$ cat src/rtl/fetch_unit.sv
// ---------------------------------------------------------------------------
// fetch_unit
//
// Instruction fetch stage for the single-issue MIPS core. Holds the program
// counter, issues in-order word requests to instruction memory, tracks the
// address of every outstanding request, and buffers returned words with
// their PCs in a DEPTH-entry FIFO that feeds decode. A redirect (taken branch)
// reloads the PC, empties the FIFO and marks every in-flight response to be
// discarded when it returns.
//
// Parameters
//   RESET_PC     first fetch address after reset
//   DEPTH        FIFO entries and maximum outstanding requests (power of 2, >= 2)
//
// Ports
//   clk, rst_n                   clock, asynchronous active-low reset
//   imem_req/addr/gnt            request channel to instruction memory
//   imem_rvalid/rdata            in-order response channel
//   redirect, redirect_pc        taken branch from the control stage
//   instr, instr_pc, instr_valid head of the instruction buffer
//   instr_ready                  decode consumes the head entry
//   misalign                     sticky misaligned-redirect flag
//
// Build option
//   FETCH_MISALIGN_CHECK_EN      when defined, a redirect target with nonzero
//                                low bits sets misalign (sticky until reset);
//                                otherwise misalign is tied low
//
// State (started flag)
//   started | meaning
//   0       | reset just released, no requests issued yet
//   1       | fetching
// ---------------------------------------------------------------------------
module fetch_unit #(
    parameter logic [31:0] RESET_PC = 32'h0000_0000,
    parameter int          DEPTH    = 4
) (
    input  logic        clk,
    input  logic        rst_n,
    output logic        imem_req,
    output logic [31:0] imem_addr,
    input  logic        imem_gnt,
    input  logic        imem_rvalid,
    input  logic [31:0] imem_rdata,
    input  logic        redirect,
    input  logic [31:0] redirect_pc,
    output logic [31:0] instr,
    output logic [31:0] instr_pc,
    output logic        instr_valid,
    input  logic        instr_ready,
    output logic        misalign
);

    localparam int AW = $clog2(DEPTH);
    localparam int CW = $clog2(DEPTH + 1);

    logic          started_q;
    logic [31:0]   pc_q, pc_d;
    logic [CW-1:0] outst_q, outst_d;
    logic [CW-1:0] drop_q, drop_d;
    logic [CW-1:0] count_q, count_d;
    logic          valid_q, valid_d;

    // Address queue: one entry per outstanding request, in issue order.
    logic [31:0]   aq_mem_q [DEPTH];
    logic [31:0]   aq_mem_d [DEPTH];
    logic [AW-1:0] aq_wr_q, aq_wr_d;
    logic [AW-1:0] aq_rd_q, aq_rd_d;

    // Instruction buffer: word and its PC.
    logic [31:0]   fw_mem_q [DEPTH];
    logic [31:0]   fw_mem_d [DEPTH];
    logic [31:0]   fp_mem_q [DEPTH];
    logic [31:0]   fp_mem_d [DEPTH];
    logic [AW-1:0] f_wr_q, f_wr_d;
    logic [AW-1:0] f_rd_q, f_rd_d;

    logic          fire;
    logic          rsp;
    logic          push;
    logic          pop;
    logic [CW:0]   inflight;

    // Credits cover both buffered words and requests still in flight, so a
    // returning response always finds a free FIFO slot.
    assign inflight  = {1'b0, outst_q} + {1'b0, count_q};
    assign imem_req  = started_q && (inflight < (CW+1)'(DEPTH));
    assign imem_addr = pc_q;

    assign fire = imem_req && imem_gnt;
    // A response with nothing outstanding is a protocol violation; ignore it.
    assign rsp  = imem_rvalid && (outst_q != '0);
    assign push = rsp && (drop_q == '0) && !redirect;
    assign pop  = valid_q && instr_ready && !redirect;

    assign instr       = fw_mem_q[f_rd_q];
    assign instr_pc    = fp_mem_q[f_rd_q];
    assign instr_valid = valid_q;

    always_comb begin
        pc_d     = pc_q;
        outst_d  = outst_q + CW'(fire) - CW'(rsp);
        drop_d   = drop_q;
        count_d  = count_q;
        aq_mem_d = aq_mem_q;
        aq_wr_d  = aq_wr_q;
        aq_rd_d  = aq_rd_q;
        fw_mem_d = fw_mem_q;
        fp_mem_d = fp_mem_q;
        f_wr_d   = f_wr_q;
        f_rd_d   = f_rd_q;

        if (fire) begin
            aq_mem_d[aq_wr_q] = pc_q;
            aq_wr_d           = aq_wr_q + AW'(1);
            pc_d              = pc_q + 32'd4;
        end
        if (rsp) begin
            aq_rd_d = aq_rd_q + AW'(1);
        end

        if (redirect) begin
            // A request granted this cycle still used the old PC; it is
            // already counted in outst_d and so will be dropped too.
            pc_d    = {redirect_pc[31:2], 2'b00};
            drop_d  = outst_d;
            count_d = '0;
            f_wr_d  = '0;
            f_rd_d  = '0;
        end else begin
            if (rsp && (drop_q != '0)) begin
                drop_d = drop_q - CW'(1);
            end
            if (push) begin
                fw_mem_d[f_wr_q] = imem_rdata;
                fp_mem_d[f_wr_q] = aq_mem_q[aq_rd_q];
                f_wr_d           = f_wr_q + AW'(1);
            end
            if (pop) begin
                f_rd_d = f_rd_q + AW'(1);
            end
            count_d = count_q + CW'(push) - CW'(pop);
        end

        valid_d = (count_d != '0);
    end

    always_ff @(posedge clk or negedge rst_n) begin
        if (!rst_n) begin
            started_q <= 1'b0;
            pc_q      <= RESET_PC;
            outst_q   <= '0;
            drop_q    <= '0;
            count_q   <= '0;
            valid_q   <= 1'b0;
            aq_wr_q   <= '0;
            aq_rd_q   <= '0;
            f_wr_q    <= '0;
            f_rd_q    <= '0;
            for (int i = 0; i < DEPTH; i++) begin
                aq_mem_q[i] <= '0;
                fw_mem_q[i] <= '0;
                fp_mem_q[i] <= '0;
            end
        end else begin
            started_q <= 1'b1;
            pc_q      <= pc_d;
            outst_q   <= outst_d;
            drop_q    <= drop_d;
            count_q   <= count_d;
            valid_q   <= valid_d;
            aq_wr_q   <= aq_wr_d;
            aq_rd_q   <= aq_rd_d;
            f_wr_q    <= f_wr_d;
            f_rd_q    <= f_rd_d;
            aq_mem_q  <= aq_mem_d;
            fw_mem_q  <= fw_mem_d;
            fp_mem_q  <= fp_mem_d;
        end
    end

`ifdef FETCH_MISALIGN_CHECK_EN
    logic misalign_q, misalign_d;

    always_comb begin
        misalign_d = misalign_q | (redirect && (redirect_pc[1:0] != 2'b00));
    end

    always_ff @(posedge clk or negedge rst_n) begin
        if (!rst_n) begin
            misalign_q <= 1'b0;
        end else begin
            misalign_q <= misalign_d;
        end
    end

    assign misalign = misalign_q;
`else
    logic unused_pc_lsb;
    assign unused_pc_lsb = ^redirect_pc[1:0];
    assign misalign      = 1'b0;
`endif

`ifndef SYNTHESIS
    always @(posedge clk) begin
        if (rst_n && imem_rvalid && (outst_q == '0)) begin
            $display("fetch_unit: error: imem_rvalid with no outstanding request, response ignored");
        end
    end
`endif

endmodule

$ cat config.mk
export PLATFORM = sky130hd
export DESIGN_NAME = fetch_unit
export DESIGN_NICKNAME = d
export VERILOG_FILES = /design/src/rtl/fetch_unit.sv
export SDC_FILE = /design/constraint.sdc
export NUM_CORES = 1
export LEC_CHECK = 0
export ABC_AREA = 1
export BUFFER_PORTS_ARGS = -buffer_cell sky130_fd_sc_hd__buf_2
export CAP_MARGIN = 20
export CORE_ASPECT_RATIO = 1.25
export CORE_UTILIZATION = 54
export CTS_CLUSTER_SIZE = 14
export DETAILED_ROUTE_END_ITERATION = 7
export PLACE_DENSITY_LB_ADDON = 0.3
export REMOVE_ABC_BUFFERS = 1
export SYNTH_ARGS = -nofsm -noshare
export SYNTH_HDL_FRONTEND = slang
export SYNTH_SLANG_ARGS = --single-unit
export TNS_END_PERCENT = 1
$ cat constraint.sdc
create_clock -name clk -period 2.68 [get_ports clk]
set_input_delay 0.536 -clock clk [delete_from_list [all_inputs] [get_ports clk]]
set_output_delay 0.536 -clock clk [all_outputs]
set_load 0.02 [all_outputs]
==> results list <==
- Result of the run: complete, no violations
- The design draws 23720 µW.
* Total clock buffers created by CTS: 43
- Across every metal layer, demand over resource in global routing totals 0.2921.
- TritonCTS built the clock tree.
- Clock tree synthesis selected as its root buffer the cell sky130_fd_sc_hd__clkbuf_16.
* Post-CTS setup buffer count: 0
- The clock passes through at most 3 buffers.
- Final Max Tran Viols: 0
* Final wirelength: 55310 µm
- Total I/O pin count: 169
- The clock arrives with 0.01607 ns of skew.
* IO buf count: 161
- The detailed router finished its first iteration with 1675 violations.
- Post-placement setup slack: 0.1786 ns
* Filler instances: 3279
- Number of warnings issued by yosys: 0
- Dividing the final minimum period by the clock period gives 0.9955.
- First-pass GRT wire length: 89710 µm
- In the routed layout, each cell is associated on average with a via count of 5.619.
- Leading cell type in the layout, fill and taps excluded: sky130_fd_sc_hd__nand2_1
* Iteration count of the initial detailed-routing pass: 5
* Initial core utilization: 0.5475
- The floorplan step set the die width to 175.9 µm.
- Number of instances on the worst hold path: 3
- Post-synth design cell area: 0.02040 mm²
- In the final layout, the share of cells above drive strength 1 is 0.1188.
* Post-route insts no fill: 3163
* Final hold slack: 0.2024 ns
- H-tree Lvls: 2
- Mean routed wirelength per cell: 17.49 µm
- Top cells by area in the synthesized netlist: sky130_fd_sc_hd__dfrtp_1 (51%), sky130_fd_sc_hd__nand2_1 (15%), sky130_fd_sc_hd__o21ai_0 (11%)
- In this run the standard cell core region covers 0.03726 mm².
- The finished cells cover 0.02296 mm².
- Pwr dens: 1033 mW/mm²
- The floorplan has 79 rows.
* Synthesized area per cell: 7.923 µm²
- Logic depth of the worst register-to-register path: 13
- DRC: 0
* Remaining global-route overflow: 0
- By startpoint and endpoint, the worst setup path is classified as flip-flop to primary output.
- Data required time of the worst path: 2.14 ns
- The worst setup path is launched from a flip-flop.
- Relative max-transition margin: 0.2607
* Final critical-path setup slack: 0.01208 ns
* Number of nets in the finished design: 2735
- Data on the critical path arrives at its endpoint at 2.13 ns.
- Share of Yosys cell area claimed by the top area cell type: 0.5115
- Across the VDD grid, the largest voltage drop is 0.5130 mV.
* Synthesis-stage register bit count: 417
- Hold Path Class: input pin to flip-flop
* Fin crit period: 2.668 ns
- The repair_antennas step left the layout with diodes totalling 0.
* Proportion of synthesized chip area in sequential cells: 0.5115
- Entering global routing, the biggest net connects 126 pins.
- Setup repair after global routing could not meet its margin everywhere.
- Measured along the y axis, the die boundary spans 219.3 µm.
* Final setup vio count: 0
* Initial antenna violation count: 0
- From synthesis to final layout, the design area changed by 12.57%.
- Summed over all cells, the static leakage comes to 0.01188 µW.
- Count of max-cap constraint violations: 0
- For the pin with the worst max-slew slack, the measured transition is 1.109 ns.
- At the later pin of the worst-skew pair, clock insertion delay measures 0.55 ns.
- Summing over every cut layer, the via total after detailed routing is 17.77k.
- Post-route antenna net violation count: 0
* Half-perimeter wire length after detailed placement: 32360 µm
- Placed cell count: 3085
- Top library cells by usage in the layout, fill and taps aside: sky130_fd_sc_hd__nand2_1 (839), sky130_fd_sc_hd__o21ai_0 (464), sky130_fd_sc_hd__dfrtp_1 (415), sky130_fd_sc_hd__nor2_1 (172), sky130_fd_sc_hd__buf_2 (158)
- Worst Path Max Fanout: 62
* Final GP Congestion: 0.8922
- Synthesis produced a netlist whose cell count is 2575.
- Hold violation count in the final report: 0
- Crit. End Element: primary output
- Vias in the first global route: 17.31k
- The largest total area in the synthesized netlist belongs to sky130_fd_sc_hd__dfrtp_1.
- The tree built by TritonCTS fans out to 417 sinks.
- Die Area: 0.03857 mm²
- Max Fclk: 374.8 MHz
- Worst-path clk slew: 0.06 ns
- Library cells used by synthesis: 35
* Placement-stage cell area: 0.02142 mm²
[per-stage QoR]
step | utilization | setup TNS [ns]
4_1_cts | 0.6157 | -0.005714
3_3_place_gp | 0.5747 | 0
3_5_place_dp | 0.5747 | 0
5_1_grt | 0.6163 | -0.1820
6_report | 0.6163 | 0
2_1_floorplan | - | -352.68
[where the power goes]
group / switching [µW] / internal [µW] / total (µW)
clock: 2440 / 3560 / 6000
sequential: 1070 / 8230 / 9300
combinational: 5730 / 2690 / 8420
[timing repair]
| action | in CTS | in global routing |
|---|---|---|
| cloned | 1 | 0 |
| gates resized for setup | 10 | 5 |
| hold endpoints to repair | 37 | 0 |
| endpoints found under the setup margin | 12 | 13 |
| hold buffers | 1 | 0 |
[kinds of logic (layout without fill, tap and decap cells)]
kind of cell | count (synthesis) | count (layout) | synth area share
buffers and inverters | 324 | 422 | 0.07519
flip-flops | 417 | 417 | 0.5115
XOR/XNOR | 12 | 12 | 0.005152
other | 2 | 6 | 0.0003681
AO/OA/AOI/OAI | 700 | 700 | 0.1814
AND/OR/NAND/NOR | 1101 | 1101 | 0.2140
adder cells (fa/ha/maj) | 19 | 19 | 0.01239
[worst max-delay path, cell delays in order (launching register included)]
cell	delay, ns
sky130_fd_sc_hd__dfrtp_4	0.55
sky130_fd_sc_hd__clkinv_2	0.15
sky130_fd_sc_hd__buf_16	0.26
sky130_fd_sc_hd__o21ai_0	0.14
sky130_fd_sc_hd__o22ai_1	0.22
sky130_fd_sc_hd__buf_2	0.21
[Yosys cell counts, drive strengths merged]
library cell and n:
nand2 842, inv 131, fa 2, nand3 66, xnor2 6, o22ai 62
a21oi 62, conb 2, nor3 1, xor2 6, o21ai 528, o21bai 5
nand3b 3, and2 2, o211ai 4, a21o 1, dfrtp 417, nor2 187
buf 87, clkinv 4, ha 17, clkbuf 102, o21a 38
[layout make-up]
type	count	area, µm²	area share
sequential	417	10440	0.4546
multi-input combinational	1838	8522	0.3711
timing repair buffer	211	1468	0.06391
clock buffer	66	1315	0.05726
tap	486	608.1	0.02648
inverter	135	508.0	0.02212
clock inverter	10	103.9	0.004522
[final timing paths]
kind | slack (ns) | start | endpoint
worst max register to register | 0.20 | drop_q[0]$_DFFE_PN0P_ | instr_valid$_DFF_PN0_
max in group asynchronous | 1.35 | rst_n | f_rd_q[0]$_DFFE_PN0P_
worst max-delay path | 0.01 | f_rd_q[0]$_DFFE_PN0P_ | instr_pc[22]
worst min register to register | 0.47 | fw_mem_q[65]$_DFFE_PN0P_ | fw_mem_q[65]$_DFFE_PN0P_
min in group asynchronous | 0.50 | rst_n | fw_mem_q[75]$_DFFE_PN0P_
worst min-delay path | 0.20 | redirect_pc[6] | imem_addr[6]$_DFFE_PN0N_
[layer usage]
layer | up-vias | track usage | wire length (µm)
li1 | 8495 | - | -
met1 | 8525 | 0.3875 | 22860
met2 | 649 | 0.4978 | 27560
met3 | 105 | 0.02997 | 3413
met4 | 0 | 0.1038 | 1477
met5 | - | 0 | 0
[flip-flops by register name, summed over array words and instances (netlist names)]
signal and count:
aq_mem_q 120, aq_rd_q 2, aq_wr_q 2, count_q 3
drop_q 3, f_rd_q 2, f_wr_q 2, fp_mem_q 120
fw_mem_q 128, imem_addr 30, instr_valid 1, outst_q 3
started_q 1
Note: power is estimated with default switching activity, not from simulation.
